$ cat config.mk
export PLATFORM = sky130hd
export DESIGN_NAME = breakout_game_ctrl
export DESIGN_NICKNAME = d
export VERILOG_FILES = /design/src/rtl/breakout_pkg.sv /design/src/rtl/breakout_btn_edge.sv /design/src/rtl/breakout_game_ctrl.sv
export SDC_FILE = /design/constraint.sdc
export NUM_CORES = 1
export LEC_CHECK = 0
export CAP_MARGIN = 15
export CORE_MARGIN = 2
export CORE_UTILIZATION = 52
export CTS_CLUSTER_DIAMETER = 80
export DETAILED_ROUTE_END_ITERATION = 8
export GPL_ROUTABILITY_DRIVEN = 0
export PLACE_DENSITY = 0.91
export SETUP_SLACK_MARGIN = 0.15
export SKIP_CTS_REPAIR_TIMING = 1
export SYNTH_ARGS = -nofsm -noshare
export SYNTH_HDL_FRONTEND = slang
export SYNTH_SLANG_ARGS = --single-unit
$ cat constraint.sdc
create_clock -name clk_50 -period 3.5 [get_ports clk_50]
set_clock_uncertainty 0.2 [all_clocks]
set_input_delay 0.875 -clock clk_50 [delete_from_list [all_inputs] [get_ports clk_50]]
set_output_delay 0.875 -clock clk_50 [all_outputs]
set_load 0.01 [all_outputs]
$ cat src/rtl/breakout_pkg.sv
`default_nettype none
// +----------------------------------------------------------------------+
// | Module   : breakout_pkg                                              |
// | Brief    : Game-state encoding shared by the Breakout controller.    |
// | Revision : 1.0 - initial release                                     |
// +----------------------------------------------------------------------+
package breakout_pkg;

  localparam int STATE_W = 3;

  // Encoding 3 (PAUSE) stays reserved even when pause support is compiled out.
  typedef enum logic [STATE_W-1:0] {
    ST_IDLE  = 3'd0,
    ST_SERVE = 3'd1,
    ST_PLAY  = 3'd2,
    ST_PAUSE = 3'd3,
    ST_WIN   = 3'd4,
    ST_OVER  = 3'd5
  } state_e;

endpackage
`default_nettype wire

$ cat src/rtl/breakout_btn_edge.sv
`default_nettype none
// +----------------------------------------------------------------------+
// | Module   : breakout_btn_edge                                         |
// | Brief    : Press detector for an active-low, pre-synchronised button.|
// | Revision : 1.0 - initial release                                     |
// +----------------------------------------------------------------------+
module breakout_btn_edge (
  input  logic clk_i,
  input  logic rst_i,
  input  logic btn_n_i,
  output logic press_o
);

  logic prev_q;
  logic armed_q;

  // armed_q masks the first cycle after reset so a button held through reset
  // is absorbed into the history register instead of reading as a press.
  always_ff @(posedge clk_i) begin
    if (rst_i) begin
      prev_q  <= 1'b1;
      armed_q <= 1'b0;
    end else begin
      prev_q  <= btn_n_i;
      armed_q <= 1'b1;
    end
  end

  assign press_o = armed_q & prev_q & ~btn_n_i;

endmodule
`default_nettype wire

$ cat src/rtl/breakout_game_ctrl.sv
`default_nettype none
// +----------------------------------------------------------------------+
// | Module   : breakout_game_ctrl                                        |
// | Brief    : Breakout game-state controller: brick bitmap, lives,      |
// |            score, level and serve/play/win/over sequencing.          |
// |            Optional pause support: define BREAKOUT_PAUSE_EN.         |
// | Revision : 1.0 - initial release                                     |
// +----------------------------------------------------------------------+
module breakout_game_ctrl
  import breakout_pkg::*;
#(
  parameter int ROWS        = 2,
  parameter int COLS        = 8,
  parameter int LIVES       = 3,
  parameter int MAX_LEVEL   = 4,
  parameter int SERVE_TICKS = 60,
  parameter int SCORE_W     = 16,
  localparam int RW_P       = (ROWS > 1) ? $clog2(ROWS) : 1,
  localparam int CW_P       = (COLS > 1) ? $clog2(COLS) : 1,
  localparam int LW_P       = $clog2(MAX_LEVEL) + 1
) (
  input  logic                   clk_50,
  input  logic                   rst,
  input  logic                   tick,
  input  logic                   strt,
  input  logic                   pause,
  input  logic                   brick_hit_vld,
  input  logic [RW_P-1:0]        brick_hit_row,
  input  logic [CW_P-1:0]        brick_hit_col,
  input  logic                   ball_lost,
  output logic [ROWS*COLS-1:0]   brick_alive,
  output logic [STATE_W-1:0]     state,
  output logic [3:0]             lives,
  output logic [SCORE_W-1:0]     score,
  output logic [LW_P-1:0]        level,
  output logic                   ball_en,
  output logic                   ball_serve,
  output logic                   win,
  output logic                   lose
);

  localparam int N       = ROWS * COLS;
  localparam int IW      = (N > 1) ? $clog2(N) : 1;
  localparam int SW      = (SERVE_TICKS > 0) ? $clog2(SERVE_TICKS + 1) : 1;
  localparam int SCW     = SCORE_W + 1;
  localparam logic [SW-1:0]   SRV_LAST   = (SERVE_TICKS > 0) ? SW'(SERVE_TICKS - 1) : '0;
  localparam logic [LW_P-1:0] LVL_LAST   = LW_P'(MAX_LEVEL - 1);
  localparam logic [3:0]      LIVES_INIT = 4'(LIVES);

  state_e              state_q, state_d;
  logic [N-1:0]        alive_q, alive_d;
  logic [3:0]          lives_q, lives_d;
  logic [SCORE_W-1:0]  score_q, score_d;
  logic [LW_P-1:0]     level_q, level_d;
  logic [SW-1:0]       cnt_q, cnt_d;
  logic                serve_q, serve_d;
  logic                ball_en_q, win_q, lose_q;

  logic                w_strt_press;
  logic                w_pause_press;

  breakout_btn_edge u_strt_edge (
    .clk_i   (clk_50),
    .rst_i   (rst),
    .btn_n_i (strt),
    .press_o (w_strt_press)
  );

  breakout_btn_edge u_pause_edge (
    .clk_i   (clk_50),
    .rst_i   (rst),
    .btn_n_i (pause),
    .press_o (w_pause_press)
  );

`ifndef BREAKOUT_PAUSE_EN
  logic w_unused_pause;
  assign w_unused_pause = w_pause_press;
`endif

  logic              w_in_range;
  logic [IW-1:0]     w_idx;
  logic [N-1:0]      w_mask;
  logic [N-1:0]      w_alive_hit;
  logic              w_hit;
  logic [SCW-1:0]    w_add;
  logic [SCORE_W-1:0] w_score_sat;

  assign w_in_range  = (32'(brick_hit_row) < ROWS) && (32'(brick_hit_col) < COLS);
  assign w_idx       = IW'(brick_hit_row) * IW'(COLS) + IW'(brick_hit_col);
  assign w_mask      = N'(1) << w_idx;
  assign w_alive_hit = alive_q & ~w_mask;
  assign w_hit       = brick_hit_vld && w_in_range && ((alive_q & w_mask) != '0);
  // Top rows are worth more: row r scores ROWS - r.
  assign w_add       = {1'b0, score_q} + SCW'(ROWS - 32'(brick_hit_row));
  assign w_score_sat = w_add[SCORE_W] ? '1 : w_add[SCORE_W-1:0];

  always_comb begin
    state_d = state_q;
    alive_d = alive_q;
    lives_d = lives_q;
    score_d = score_q;
    level_d = level_q;
    cnt_d   = cnt_q;
    serve_d = 1'b0;

    case (state_q)
      ST_IDLE: begin
        if (w_strt_press) begin
          alive_d = '1;
          lives_d = LIVES_INIT;
          score_d = '0;
          level_d = '0;
          cnt_d   = '0;
          state_d = ST_SERVE;
        end
      end

      ST_SERVE: begin
        if (SERVE_TICKS == 0) begin
          serve_d = 1'b1;
          cnt_d   = '0;
          state_d = ST_PLAY;
        end else if (tick) begin
          if (cnt_q == SRV_LAST) begin
            serve_d = 1'b1;
            cnt_d   = '0;
            state_d = ST_PLAY;
          end else begin
            cnt_d = cnt_q + SW'(1);
          end
        end
      end

      ST_PLAY: begin
        if (w_hit) begin
          alive_d = w_alive_hit;
          score_d = w_score_sat;
        end
        // A grid-clearing hit wins over a simultaneous ball loss.
        if (w_hit && (w_alive_hit == '0)) begin
          cnt_d = '0;
          if (level_q == LVL_LAST) begin
            state_d = ST_WIN;
          end else begin
            level_d = level_q + LW_P'(1);
            alive_d = '1;
            state_d = ST_SERVE;
          end
        end else if (ball_lost) begin
          lives_d = lives_q - 4'd1;
          cnt_d   = '0;
          state_d = (lives_q == 4'd1) ? ST_OVER : ST_SERVE;
        end
`ifdef BREAKOUT_PAUSE_EN
        else if (w_pause_press) begin
          state_d = ST_PAUSE;
        end
`endif
      end

      ST_PAUSE: begin
`ifdef BREAKOUT_PAUSE_EN
        if (w_pause_press) begin
          state_d = ST_PLAY;
        end
`else
        state_d = ST_IDLE;
`endif
      end

      ST_WIN, ST_OVER: begin
        if (w_strt_press) begin
          state_d = ST_IDLE;
        end
      end

      default: state_d = ST_IDLE;
    endcase
  end

  always_ff @(posedge clk_50) begin
    if (rst) begin
      state_q   <= ST_IDLE;
      alive_q   <= '1;
      lives_q   <= LIVES_INIT;
      score_q   <= '0;
      level_q   <= '0;
      cnt_q     <= '0;
      serve_q   <= 1'b0;
      ball_en_q <= 1'b0;
      win_q     <= 1'b0;
      lose_q    <= 1'b0;
    end else begin
      state_q   <= state_d;
      alive_q   <= alive_d;
      lives_q   <= lives_d;
      score_q   <= score_d;
      level_q   <= level_d;
      cnt_q     <= cnt_d;
      serve_q   <= serve_d;
      ball_en_q <= (state_d == ST_PLAY);
      win_q     <= (state_d == ST_WIN);
      lose_q    <= (state_d == ST_OVER);
    end
  end

  assign brick_alive = alive_q;
  assign state       = state_q;
  assign lives       = lives_q;
  assign score       = score_q;
  assign level       = level_q;
  assign ball_en     = ball_en_q;
  assign ball_serve  = serve_q;
  assign win         = win_q;
  assign lose        = lose_q;

endmodule
`default_nettype wire

# Yosys cells after proc, flatten, opt, wreduce, memory -nomap -nowiden
# Index checks and enable logic that the tools add are counted.
# word_totals
ff_bits	54
inputBits	11
# classes
n_mux	34
n_reduce_logical	14
shift	1
bitwise	8
n_addsub	6
eq_ne	18
# op_table
op	count
16-bit two-way mux	7
16-bit one-hot mux with 2 select lines	2
3-bit two-way mux	11
16-bit AND	2
6-bit two-way mux	5
6-bit one-hot mux with 3 select lines	1
16-bit by 17-bit adder with 17-bit output	1
16-bit logical NOT	1
16-bit inverter	1
16-bit nonzero test	1
1-bit by 4-bit << shifter with 16-bit output (first input constant)	1
3-bit equality test (second input constant)	4
4-bit two-way mux	3
2-bit != test (second input constant)	6
3-bit one-hot mux with 4 select lines	1
4-bit AND reduction	3
3-bit by 2-bit equality test with 1-bit output (second input constant)	3
4-bit one-hot mux with 2 select lines	1
6-bit by 1-bit adder with 6-bit output (second input constant)	1
6-bit equality test (second input constant)	1
3-bit one-hot mux with 2 select lines	1
4-bit by 3-bit adder with 4-bit output	1
4-bit by 1-bit equality test with 1-bit output (second input constant)	1
4-bit by 1-bit subtractor with 4-bit output (second input constant)	1
16 further kinds	21

# Depth between registers and ports, before layout
# logic_depth
ltp_word	9
mapped_depth	11

# By module
# From an unflattened synthesis, not the netlist that was laid out.
# hier_totals
hier_cells	379
area_unflattened_um2	2999.1
# modules_own_cells
mod	seq_area_each_um2	instances	cells_per_inst	area_each_um2
breakout_game_ctrl	1041.0	1	374	2940.3
breakout_btn_edge	40.0	1	5	58.8

# Worst setup path before layout
# Ideal clock, no wire load.
# synth_path
kind	input to register
from	input port brick_hit_col[1]
to	register cnt_q[1]
path_slack_ps	325
cell_stages	8
setup_ps	70
n_path_buf	2
arrival_time_ps	2904
path_cell_list	buf_2 > buf_2 > nor4_1 > o41ai_2 > a2111oi_4 > a31oi_2 > or3b_1 > a21oi_1
# synth_via
elab_chain_len	8
# synth_rtl
item	line_no	source
start, declared	breakout_game_ctrl.sv:29	input logic [CW_P-1:0] brick_hit_col,
4-bit by 3-bit adder with 4-bit output (*)	breakout_game_ctrl.sv:90	assign w_idx = IW'(brick_hit_row) * IW'(COLS) + IW'(brick_hit_col);
1-bit by 4-bit << shifter with 16-bit output (*)	breakout_game_ctrl.sv:91	assign w_mask = N'(1) << w_idx;
16-bit AND or 16-bit inverter (tied branches)	breakout_game_ctrl.sv:93, breakout_game_ctrl.sv:92	
16-bit nonzero test or 16-bit AND (tied branches)	breakout_game_ctrl.sv:93, breakout_game_ctrl.sv:92	
1-bit logical AND or 16-bit logical NOT (tied branches)	breakout_game_ctrl.sv:93, breakout_game_ctrl.sv:141	
1-bit logical AND (*)	breakout_game_ctrl.sv:141	if (w_hit && (w_alive_hit == '0)) begin
3-bit != test (no line) or 6-bit two-way mux (tied branches)	--	
4-bit AND reduction (no line) or 6-bit one-hot mux with 3 select lines (tied branches)	--	
end signal, assigned	breakout_game_ctrl.sv:200	cnt_q <= cnt_d;
end, declared	breakout_game_ctrl.sv:55	logic [SW-1:0] cnt_q, cnt_d;
# Every way passes the cells marked *; elsewhere a longest branch is shown, timed or not.
# A chain may end at the register's enable or synchronous reset.

# Final worst setup path
# layout_path
from	input port brick_hit_col[0]
to	register lose_q, in the netlist lose
# layout_via
elab_chain_len	9
# layout_rtl
item	line_no	source
4-bit by 3-bit adder with 4-bit output (*)	breakout_game_ctrl.sv:90	
1-bit by 4-bit << shifter with 16-bit output (*)	breakout_game_ctrl.sv:91	
16-bit AND or 16-bit inverter (tied branches)	breakout_game_ctrl.sv:93, breakout_game_ctrl.sv:92	
16-bit nonzero test or 16-bit AND (tied branches)	breakout_game_ctrl.sv:93, breakout_game_ctrl.sv:92	
1-bit logical AND or 16-bit logical NOT (tied branches)	breakout_game_ctrl.sv:93, breakout_game_ctrl.sv:141	
1-bit logical AND (*)	breakout_game_ctrl.sv:141	
3-bit two-way mux (*)	breakout_game_ctrl.sv:141	
3-bit one-hot mux with 4 select lines (*)	breakout_game_ctrl.sv:107	case (state_q)
3-bit equality test (*)	breakout_game_ctrl.sv:204	lose_q <= (state_d == ST_OVER);
end signal, assigned	breakout_game_ctrl.sv:204	
end, declared	breakout_game_ctrl.sv:57	logic ball_en_q, win_q, lose_q;
# Marked as above.

==> flow_summary.yaml <==
outcome:
  status: "finished clean"
worst_setup_path:
  cp_max_fo: 8
  crit_required_ns: 3.51
  start_kind: "input port"
  crit_family: "simple AND/OR/NAND/NOR gates"
  worstSetupPathType: "input port to flip-flop"
  worst-path-buf-inv: 3
  slowest_delay_ns: 0.54
  critPathSlowestCell: "or4b_4"
  crit_arrival_ns: 3.39
  end_kind: "flip-flop"
  worstPathCellList: "clkdlybuf4s50_1 > buf_6 > or4b_4 > a21oi_4 > o22ai_2 > nor4bb_4 > buf_4 > a21oi_1 > a311o_1 > and2_1"
grt:
  grt_util_met2_pct: 46.53
  grt-busiest-layer: "met2"
  grt-ovfl-total: 0
  grt_pass1_wl_um: 13740
  grt_max_degree: 30
  grt_use_met3_pct: 4.000
  grtUsageTotal_pct: 26.18
  grt_pass1_vias: 3023
  antenna_found_initial: 0
  grt_use_met1_pct: 32.97
routing:
  wl_per_cell_um: 17.97
  routed_via_density: 6.261
  antenna_left: 0
  drt_iter0_markers: 327
  wirelength_um: 9796
  vias: 3412
  drc_errors: 0
  drt_pass1_iterations: 6
die:
  initial_core_util_pct: 54.75
  chipHeight_um: 80.84
  die_area_sq_um: 6535
  rows: 27
  ios: 57
  chipWidth_um: 80.84
  core_sq_um: 5608
sta:
  rsz0062_at_grt: "false"
  max_freq_mhz: 295.6
  final_max_slew_viol_count: 0
  fin_crit_sh_pct: 96.66
  max-slew-margin-rel_pct: 60.44
  hold_viol_final: 0
  worst_slew_pin_slew_ns: 0.5933
  setup_viol: 0
  period_needed_ns: 3.383
clock_tree:
  root_buffer: "clkbuf_8"
  clock_latency_ns: 0.32
  cts_tree: "built"
  cts_buffer_depth: 2
  cts_made_buffers: 5
  cts.sinks: 54
  h-tree-depth: 2
  cts.clk_slew.worst_paths_ns: 0.09
job:
  cap_violations: 0
final_layout:
  area_delta_synth_final_pct: 39.41
  diodes: 0
  stdcell_count: 545
  final_area_sq_um: 4280
  drive_above_1_share_pct: 19.03
  final_nets: 491
synthesis:
  netlist_top_cells_area: "dfxtp_1, nand2_1, nand3_1"
  synth_nets: 398
  ys_async_sr_fraction_pct: 0
  ys_warn_count: 0
  syn-mean-instance-area_sq_um: 8.101
  netlist_instances: 379
  ys_seq_elements: 54
  synth_top_cell_by_area: "dfxtp_1"
  synth_edf_count: 0
  seq_area_frac_synth_pct: 35.21
  syn_area_sq_um: 3070
  synthFlopType: "dfxtp_1"
  synth.top_cell.area_share_pct: 35.21
  yosysUniqueCellTypes: 59
place:
  placed_area_sq_um: 3969
  portBuffers: 55
  placedCellCount: 527
  dp_hpwl_um: 6160
power_and_ir_drop:
  p_total_uw: 1222
  ir_drop_mv: 0.2197
  leakage_uw: 0.001620
  power_density_nw_per_um2: 285.6
worst_hold_path:
  hold_class: "flip-flop to flip-flop"
-- where the power goes --
part           switching [uW]  leakage (uW)  total [uW]  internal [uW]
Sequential               5.59      0.000436         623            617
Clock                     220     0.0000504         434            213
Combinational            88.4       0.00113         166           77.7
-- metal layers --
layer  up-vias  share of wire, %
li1       1584                 -
met1      1608                41
met2       200                50
met3        20               7.2
met4         0               2.1
met5         -                 0
-- cell families (layout without fill, tap and decap cells) --
kind of cell / count (synthesis) / in the layout / share of synthesized area (%)
AOI/OAI and AO/OA: 102 / 102 / 23.39
xor gates and xnor gates: 2 / 2 / 0.5706
adders and majority gates: 8 / 8 / 3.504
buffers and inverters: 37 / 131 / 5.501
DFF: 54 / 54 / 35.21
muxes: 12 / 12 / 4.156
and+or+nand+nor: 164 / 164 / 27.67
-- final cells by class --
type | instances | area, sq um
fill | 385 | 1328
clock inverter | 3 | 45.04
multi-input combinational | 288 | 1917
tap | 72 | 90.09
sequential | 54 | 1081
inverter | 9 | 33.78
clock buffer | 5 | 68.82
timing repair buffer | 114 | 1045
-- sequential cells by signal, indices dropped and copies added, names as in the netlist --
register	count
level	3
score	16
state	3
cnt_q	6
ball_serve	1
brick_alive	16
u_strt_edge.armed_q	1
ball_en	1
lose	1
lives	4
win	1
u_strt_edge.prev_q	1
-- cell usage after synthesis, types with 2 or more instances --
cell type  number
buf_4           2
nor2b_1         7
a41oi_1         3
dfxtp_1        54
nand3b_1        2
o21ai_0        18
or3_1           5
buf_6           2
xnor2_1         2
buf_1           2
nand4_1         7
nor2_1         30
inv_1           9
nand3_1        27
nand2b_1        4
ha_1            7
nor3_1          5
or2_2           3
mux2_2          4
a31oi_1         8
and2_1          5
buf_2           6
o31ai_1         2
mux2_1          2
clkbuf_1       16
a211oi_1       15
o22ai_1         2
a21boi_0        3
and3_1          8
o32a_1          2
nand2_1        40
mux2i_1         6
nand4b_1        4
a21oi_1        22
a21o_1         13
nor4_1          9
-- tightest hold or removal path, cell delays in order (launching register included) --
cell	delay [ns]
dfxtp_1	0.33
o21ai_1	0.07
a21oi_1	0.06
-- through the flow --
stage	utilization (%)	hold WS [ns]	setup WS (ns)	setup TNS, ns
final	76.33	0.2947	0.1170	0
after global placement	70.77	0.2603	-0.2907	-7.597
after global routing	76.33	0.3365	0.03953	0
after detailed placement	70.77	0.2748	-0.3680	-11.45
after CTS	72.80	0.2917	-0.09548	-0.7103
after floorplan	-	0.2491	0.3252	0
-- final timing paths --
kind	cells past startpoint	startpoint	slack, ns	end
setup / recovery	10	brick_hit_col[0]	0.12	lose
hold reg to reg	2	cnt_q[5]	0.29	cnt_q[5]
setup reg to reg	10	brick_alive[5]	0.79	lives[0]
hold / removal	2	cnt_q[5]	0.29	cnt_q[5]
-- cells in the final DEF, fill, tap and decap left out, drive strengths merged, types with 3 or more instances in the layout --
cell type | Yosys | layout
inv | 9 | 9
nand3 | 27 | 27
nor2b | 7 | 7
nor3 | 5 | 5
buf | 12 | 59
dfxtp | 54 | 54
nor2 | 30 | 30
mux2i | 6 | 6
clkbuf | 16 | 5
o21ai | 19 | 19
ha | 7 | 7
nand2 | 40 | 40
a211oi | 15 | 15
or2 | 3 | 3
and2 | 5 | 5
nand4b | 4 | 4
a21o | 13 | 13
a41oi | 3 | 3
or3 | 5 | 5
nor4 | 10 | 10
dlymetal6s2s | 0 | 3
mux2 | 6 | 6
nand4 | 7 | 7
a21oi | 22 | 22
nand2b | 4 | 4
clkdlybuf4s50 | 0 | 52
and3 | 8 | 8
a31oi | 9 | 9
a21boi | 3 | 3
No activity file was read; power rests on OpenSTA's default activity.
